File: config.mk
export PLATFORM = sky130hd
export DESIGN_NAME = pci_master
export DESIGN_NICKNAME = d
export VERILOG_FILES = /design/src/rtl/pci_pkg.sv /design/src/rtl/pci_master.sv
export SDC_FILE = /design/constraint.sdc
export NUM_CORES = 1
export LEC_CHECK = 0
export BUFFER_PORTS_ARGS = -buffer_cell sky130_fd_sc_hd__buf_2
export CORE_MARGIN = 5
export CORE_UTILIZATION = 47
export DETAILED_ROUTE_END_ITERATION = 6
export PLACE_DENSITY = 0.8
export SYNTH_ARGS = -nofsm -noshare
export SYNTH_HDL_FRONTEND = slang
export SYNTH_SLANG_ARGS = --single-unit
File: constraint.sdc
create_clock -name CLK -period 3.5 [get_ports CLK]
set_clock_uncertainty 0.1 [all_clocks]
set_input_delay 0.35 -clock CLK [delete_from_list [all_inputs] [get_ports CLK]]
set_output_delay 0.35 -clock CLK [all_outputs]
set_load 0.05 [all_outputs]
File: src/rtl/pci_pkg.sv
// Shared definitions for the AXI-lite to PCI initiator bridge: command codes,
// AXI response codes and the master FSM state type.
package pci_pkg;

  localparam logic [3:0] PCI_CMD_MEM_RD = 4'h6;
  localparam logic [3:0] PCI_CMD_MEM_WR = 4'h7;

  localparam logic [1:0] RESP_OKAY   = 2'b00;
  localparam logic [1:0] RESP_SLVERR = 2'b10;
  localparam logic [1:0] RESP_DECERR = 2'b11;

  typedef enum logic [2:0] {
    ST_IDLE,
    ST_REQ,
    ST_ADDR,
    ST_DATA,
    ST_TERM,
    ST_RESP
  } state_e;

endpackage

File: src/rtl/pci_master.sv
// Single-beat AXI-lite slave to PCI core initiator bridge (flat FSM + datapath).
// Optional target-retry support is enabled by defining PCI_MASTER_RETRY_EN.
module pci_master
  import pci_pkg::*;
#(
  parameter int unsigned MAX_RETRY = 16,
  parameter logic [3:0]  CMD_RD    = PCI_CMD_MEM_RD,
  parameter logic [3:0]  CMD_WR    = PCI_CMD_MEM_WR
) (
  input  logic        CLK,
  input  logic        RST,
  input  logic        axi_s_awvalid,
  output logic        axi_s_awready,
  input  logic [31:0] axi_s_awaddr,
  input  logic        axi_s_wvalid,
  output logic        axi_s_wready,
  input  logic [31:0] axi_s_wdata,
  input  logic [3:0]  axi_s_wstrb,
  output logic        axi_s_bvalid,
  input  logic        axi_s_bready,
  output logic [1:0]  axi_s_bresp,
  input  logic        axi_s_arvalid,
  output logic        axi_s_arready,
  input  logic [31:0] axi_s_araddr,
  output logic        axi_s_rvalid,
  input  logic        axi_s_rready,
  output logic [31:0] axi_s_rdata,
  output logic [1:0]  axi_s_rresp,
  output logic        REQUEST,
  output logic        REQUESTHOLD,
  output logic        COMPLETE,
  output logic        M_READY,
  output logic        M_WRDN,
  output logic [3:0]  M_CBE,
  output logic [31:0] ADIO_IN,
  input  logic [31:0] ADIO_OUT,
  input  logic        M_DATA_VLD,
  input  logic        M_SRC_EN,
  input  logic        M_DATA,
  input  logic        M_ADDR_N,
  input  logic        TIME_OUT,
  input  logic        STOPQ_N
);

  state_e      state_q, state_d;
  logic [31:0] addr_q, addr_d;
  logic [31:0] wdata_q, wdata_d;
  logic [3:0]  strb_q, strb_d;
  logic        is_wr_q, is_wr_d;
  logic [1:0]  resp_q, resp_d;
  logic [31:0] rdata_q, rdata_d;
  logic        retry_q, retry_d;

  // Single-beat transfers hold data stable, so the core's source-enable is irrelevant.
  logic unused_ok;
  assign unused_ok = ^{M_SRC_EN, MAX_RETRY[0]};

`ifdef PCI_MASTER_RETRY_EN
  localparam int unsigned CNT_W = $clog2(MAX_RETRY + 1);
  logic [CNT_W-1:0] retry_cnt_q, retry_cnt_d;

  always_ff @(posedge CLK or posedge RST) begin
    if (RST) retry_cnt_q <= '0;
    else     retry_cnt_q <= retry_cnt_d;
  end
`endif

  always_ff @(posedge CLK or posedge RST) begin
    if (RST) begin
      state_q <= ST_IDLE;
      addr_q  <= '0;
      wdata_q <= '0;
      strb_q  <= '0;
      is_wr_q <= 1'b0;
      resp_q  <= RESP_OKAY;
      rdata_q <= '0;
      retry_q <= 1'b0;
    end else begin
      state_q <= state_d;
      addr_q  <= addr_d;
      wdata_q <= wdata_d;
      strb_q  <= strb_d;
      is_wr_q <= is_wr_d;
      resp_q  <= resp_d;
      rdata_q <= rdata_d;
      retry_q <= retry_d;
    end
  end

  always_comb begin
    state_d       = state_q;
    addr_d        = addr_q;
    wdata_d       = wdata_q;
    strb_d        = strb_q;
    is_wr_d       = is_wr_q;
    resp_d        = resp_q;
    rdata_d       = rdata_q;
    retry_d       = retry_q;
`ifdef PCI_MASTER_RETRY_EN
    retry_cnt_d   = retry_cnt_q;
`endif
    axi_s_awready = 1'b0;
    axi_s_wready  = 1'b0;
    axi_s_arready = 1'b0;
    axi_s_bvalid  = 1'b0;
    axi_s_rvalid  = 1'b0;
    REQUEST       = 1'b0;
    COMPLETE      = 1'b0;
    M_READY       = 1'b0;
    M_WRDN        = 1'b0;
    M_CBE         = 4'b0000;
    ADIO_IN       = '0;

    unique case (state_q)
      ST_IDLE: begin
        // Readies are gated by RST so every output reads zero while reset is held.
        if (!RST && axi_s_awvalid && axi_s_wvalid) begin
          axi_s_awready = 1'b1;
          axi_s_wready  = 1'b1;
          addr_d        = axi_s_awaddr;
          wdata_d       = axi_s_wdata;
          strb_d        = axi_s_wstrb;
          is_wr_d       = 1'b1;
        end else if (!RST && axi_s_arvalid) begin
          axi_s_arready = 1'b1;
          addr_d        = axi_s_araddr;
          is_wr_d       = 1'b0;
        end
        if (axi_s_awready || axi_s_arready) begin
          resp_d  = RESP_OKAY;
          retry_d = 1'b0;
          state_d = ST_REQ;
`ifdef PCI_MASTER_RETRY_EN
          retry_cnt_d = '0;
`endif
        end
      end
      ST_REQ: begin
        REQUEST = 1'b1;
        state_d = ST_ADDR;
      end
      ST_ADDR: begin
        ADIO_IN = addr_q;
        M_CBE   = is_wr_q ? CMD_WR : CMD_RD;
        M_WRDN  = is_wr_q;
        if (!M_ADDR_N) state_d = ST_DATA;
      end
      ST_DATA: begin
        M_READY  = 1'b1;
        COMPLETE = 1'b1;
        M_WRDN   = is_wr_q;
        M_CBE    = is_wr_q ? ~strb_q : 4'b0000;
        ADIO_IN  = is_wr_q ? wdata_q : '0;
        // Data beat takes priority over a same-cycle master abort.
        if (M_DATA_VLD) begin
          if (!is_wr_q) rdata_d = ADIO_OUT;
          resp_d  = RESP_OKAY;
          state_d = ST_TERM;
        end else if (TIME_OUT) begin
          resp_d  = RESP_DECERR;
          state_d = ST_TERM;
        end else if (!STOPQ_N) begin
          state_d = ST_TERM;
`ifdef PCI_MASTER_RETRY_EN
          if (32'(retry_cnt_q) + 32'd1 >= MAX_RETRY) begin
            resp_d = RESP_SLVERR;
          end else begin
            retry_d     = 1'b1;
            retry_cnt_d = retry_cnt_q + 1'b1;
          end
`else
          resp_d = RESP_SLVERR;
`endif
        end
      end
      ST_TERM: begin
        if (!M_DATA) begin
          retry_d = 1'b0;
          state_d = retry_q ? ST_REQ : ST_RESP;
        end
      end
      ST_RESP: begin
        axi_s_bvalid = is_wr_q;
        axi_s_rvalid = !is_wr_q;
        if ((is_wr_q && axi_s_bready) || (!is_wr_q && axi_s_rready)) state_d = ST_IDLE;
      end
      default: state_d = ST_IDLE;
    endcase
  end

  assign REQUESTHOLD = 1'b0;
  assign axi_s_bresp = resp_q;
  assign axi_s_rresp = resp_q;
  assign axi_s_rdata = rdata_q;

endmodule

==> results.yml <==
critical_path:
  timing_worst_setup_path_type: "reg2out"
  cp-end-kind: "output pin"
  crit_path_cell_trace: "and3b_1 -> and2_1 -> buf_4 -> a22o_1 -> buf_2"
  worst_ep_required_time_ns: 3.05
  cp_slowest_cell: "dfrtp_1"
  reg2reg_slack_ns: 1.00
  critical_path.max_stage_delay_ns: 0.66
  critical_path_arrival_ns: 2.38
  critical_path.startpoint_type: "flop"
  crit_fanout: 19
route:
  route.detailed.wl_per_inst_um: 17.68
  routed-via-count: 3899
  routed_wl_um: 12990
  drt_pass1_iterations: 4
  drc: 0
  drt-initial-drc-count: 124
  vias_per_cell: 5.305
  postRouteAntennaNets: 0
global_routing:
  grt_overflow_total: 0
  wire_length_of_the_first_global_routing_pass_um: 20720
  groute.usage.overall: 0.2057
  grt_start_max_net_pins: 70
  grt_pass1_vias: 4229
  antenna_violations_before_repair: 0
floorplanning:
  design.core.area_mm2: 0.01023
  floorplan.die_area_mm2: 0.01255
  rows: 37
  design.portCount: 227
  die_width_um: 112.0
  die_h_um: 112.0
  initial_utilization: 0.4783
clock_network:
  clock_tree.buffer_depth: 2
  insertion_delay_ns: 0.36
  tritoncts.num_buffers: 9
  cts-hold-fix-buffers: 1
  clock-sinks: 106
  cts_tree: "built"
  h-tree-depth: 3
  postCtsSetupRepairBufs: 0
  clk_transition_reported_paths_ns: 0.09
  cts.repair.resized: 0
  clock-root-buffer: "clkbuf_8"
sta:
  layout_worst_path_cycle_share: 0.8073
  worst-slew-pin-transition_ns: 1.074
  fmax_mhz: 353.9
  tns_ns: 0
  final-setup-viol-count: 0
  finalCriticalPeriod_ns: 2.825
  final_hold_vio_count: 0
  worst_slew_margin_rel: 0.2843
  grt_setup_unrepaired: "no"
  drv_slew: 0
min_path:
  hp-class: "in2reg"
placement:
  gp_congestion: 0.8472
  port_buffers: 224
  detailedPlacementHpwl_um: 9728
  place_area_mm2: 0.006040
run_status:
  run_status: "completed"
finish:
  areaGrowthSynthToFinish_pct: 26.87
  post-route-cell-area_mm2: 0.006208
  antenna_cells: 0
  multiInputGateArea_mm2: 0.001991
  nets: 741
  area.sequential_mm2: 0.002653
  nFillCells: 843
  fraction_of_layout_cells_with_a_size_suffix_above_1: 0.5326
yosys:
  synthDistinctLibCells: 39
  synthesis.area_mm2: 0.004893
  synthArstFlopShare: 1.000
  ys_seq_area_frac: 0.5421
  synth_top_area_frac: 0.5421
  synth_cells: 387
  ys_top_cells_by_area: "dfrtp_1, mux2_2, mux2i_1"
  synth_edf_count: 0
  syn_avg_cell_area_um2: 12.64
  ys.warnings.count: 0
  cell_with_the_most_instances_after_synthesis: "dfrtp_1"
  mappedNetlistNets: 532
  ys_top_cells_by_count: "dfrtp_1, mux2_2, o21ai_0"
  yosys_register_bits: 106
  synth_flop_cell: "dfrtp_1"
  synth_top_area_cell: "dfrtp_1"
pwr:
  post-layout-total-power_uw: 5836
  power_density_over_the_cells_mw_per_mm2: 940.0
  power.static_leakage_uw: 0.003276
  power.ir.vdd_worst_v: 0.0007789
job:
  drv_cap: 0
-- stage by stage --
step / setup slack (ns) / hold slack (ns) / util / std cells
6_report: 0.6746 / 0.1089 / 0.6068 / 735
3_3_place_gp: 1.085 / 0.3555 / 0.5903 / 720
5_1_grt: 0.5250 / 0.1018 / 0.6068 / 735
2_1_floorplan: 0.2611 / 0.3594 / - / 387
3_5_place_dp: 1.019 / 0.3703 / 0.5903 / 720
4_1_cts: 0.6897 / 0.09125 / 0.6068 / 735
-- cells in the final DEF, fill, tap and decap left out, types with 2 or more instances in the layout --
cell type	instances
clkinv_2	2
a22o_1	32
buf_4	9
mux2i_1	32
nor2b_1	4
nand2_1	6
mux2_2	64
nor2_1	2
a21oi_1	3
buf_2	224
o21ai_1	7
mux2_1	5
o21ai_0	58
inv_1	3
clkbuf_8	10
dfrtp_1	106
o22ai_1	2
nand3b_1	2
-- metal layers --
layer / routed length, um / part of all wire / global-route usage
met1: 5246 / 0.40 / 0.2489
met2: 6463 / 0.50 / 0.3601
met3: 1053 / 0.081 / 0.04474
met4: 230 / 0.018 / 0.07933
met5: 0 / 0 / 0
-- report_power, final --
part / leakage, uW / internal, uW / switching [uW]
logic: 0.00189 / 934 / 2090
registers: 0.00130 / 1810 / 347
clock network: 0.0000810 / 269 / 381
-- registers in the layout (all words and copies together) (netlist names) --
register,cells
addr_q,32
wdata_q,32
axi_s_bresp,2
state_q,3
is_wr_q,1
axi_s_rdata,32
strb_q,4
-- path summary, 6_finish.rpt --
path	startpoint	to	depth (start not counted)
min reg2reg	axi_s_rdata[0]	axi_s_rdata[0]	1
max	state_q[0]	ADIO_IN[22]	5
max reg2reg	state_q[0]	wdata_q[16]	4
min in group asynchronous	RST	wdata_q[3]	3
max in group asynchronous	RST	axi_s_rdata[15]	4
min	ADIO_OUT[16]	axi_s_rdata[16]	2
-- area by class of cell --
cell class	count	share of cell area
tap	136	0.02741
timing repair buffer	235	0.1963
inverter	4	0.002821
clock inverter	3	0.002821
sequential	106	0.4272
multi-input combinational	240	0.3206
clock buffer	11	0.02277
-- cells by family (layout without fill, tap and decap cells) --
group,after synthesis,count (layout),share of synthesized area
compound gates,112,112,0.1455
buf+inv,41,253,0.05267
flops,106,106,0.5421
mux,101,101,0.2242
other cells,1,1,0.0007663
simple gates,26,26,0.03478
-- critical path: cells and delay by family (launching register included) --
| family | cells | cell delay [ns] |
|---|---|---|
| AO/OA/AOI/OAI | 1 | 0.20 |
| AND/OR/NAND/NOR | 2 | 0.61 |
| flip-flops | 1 | 0.66 |
| buffers and inverters | 2 | 0.53 |
Power figures use the tool's default switching activity.
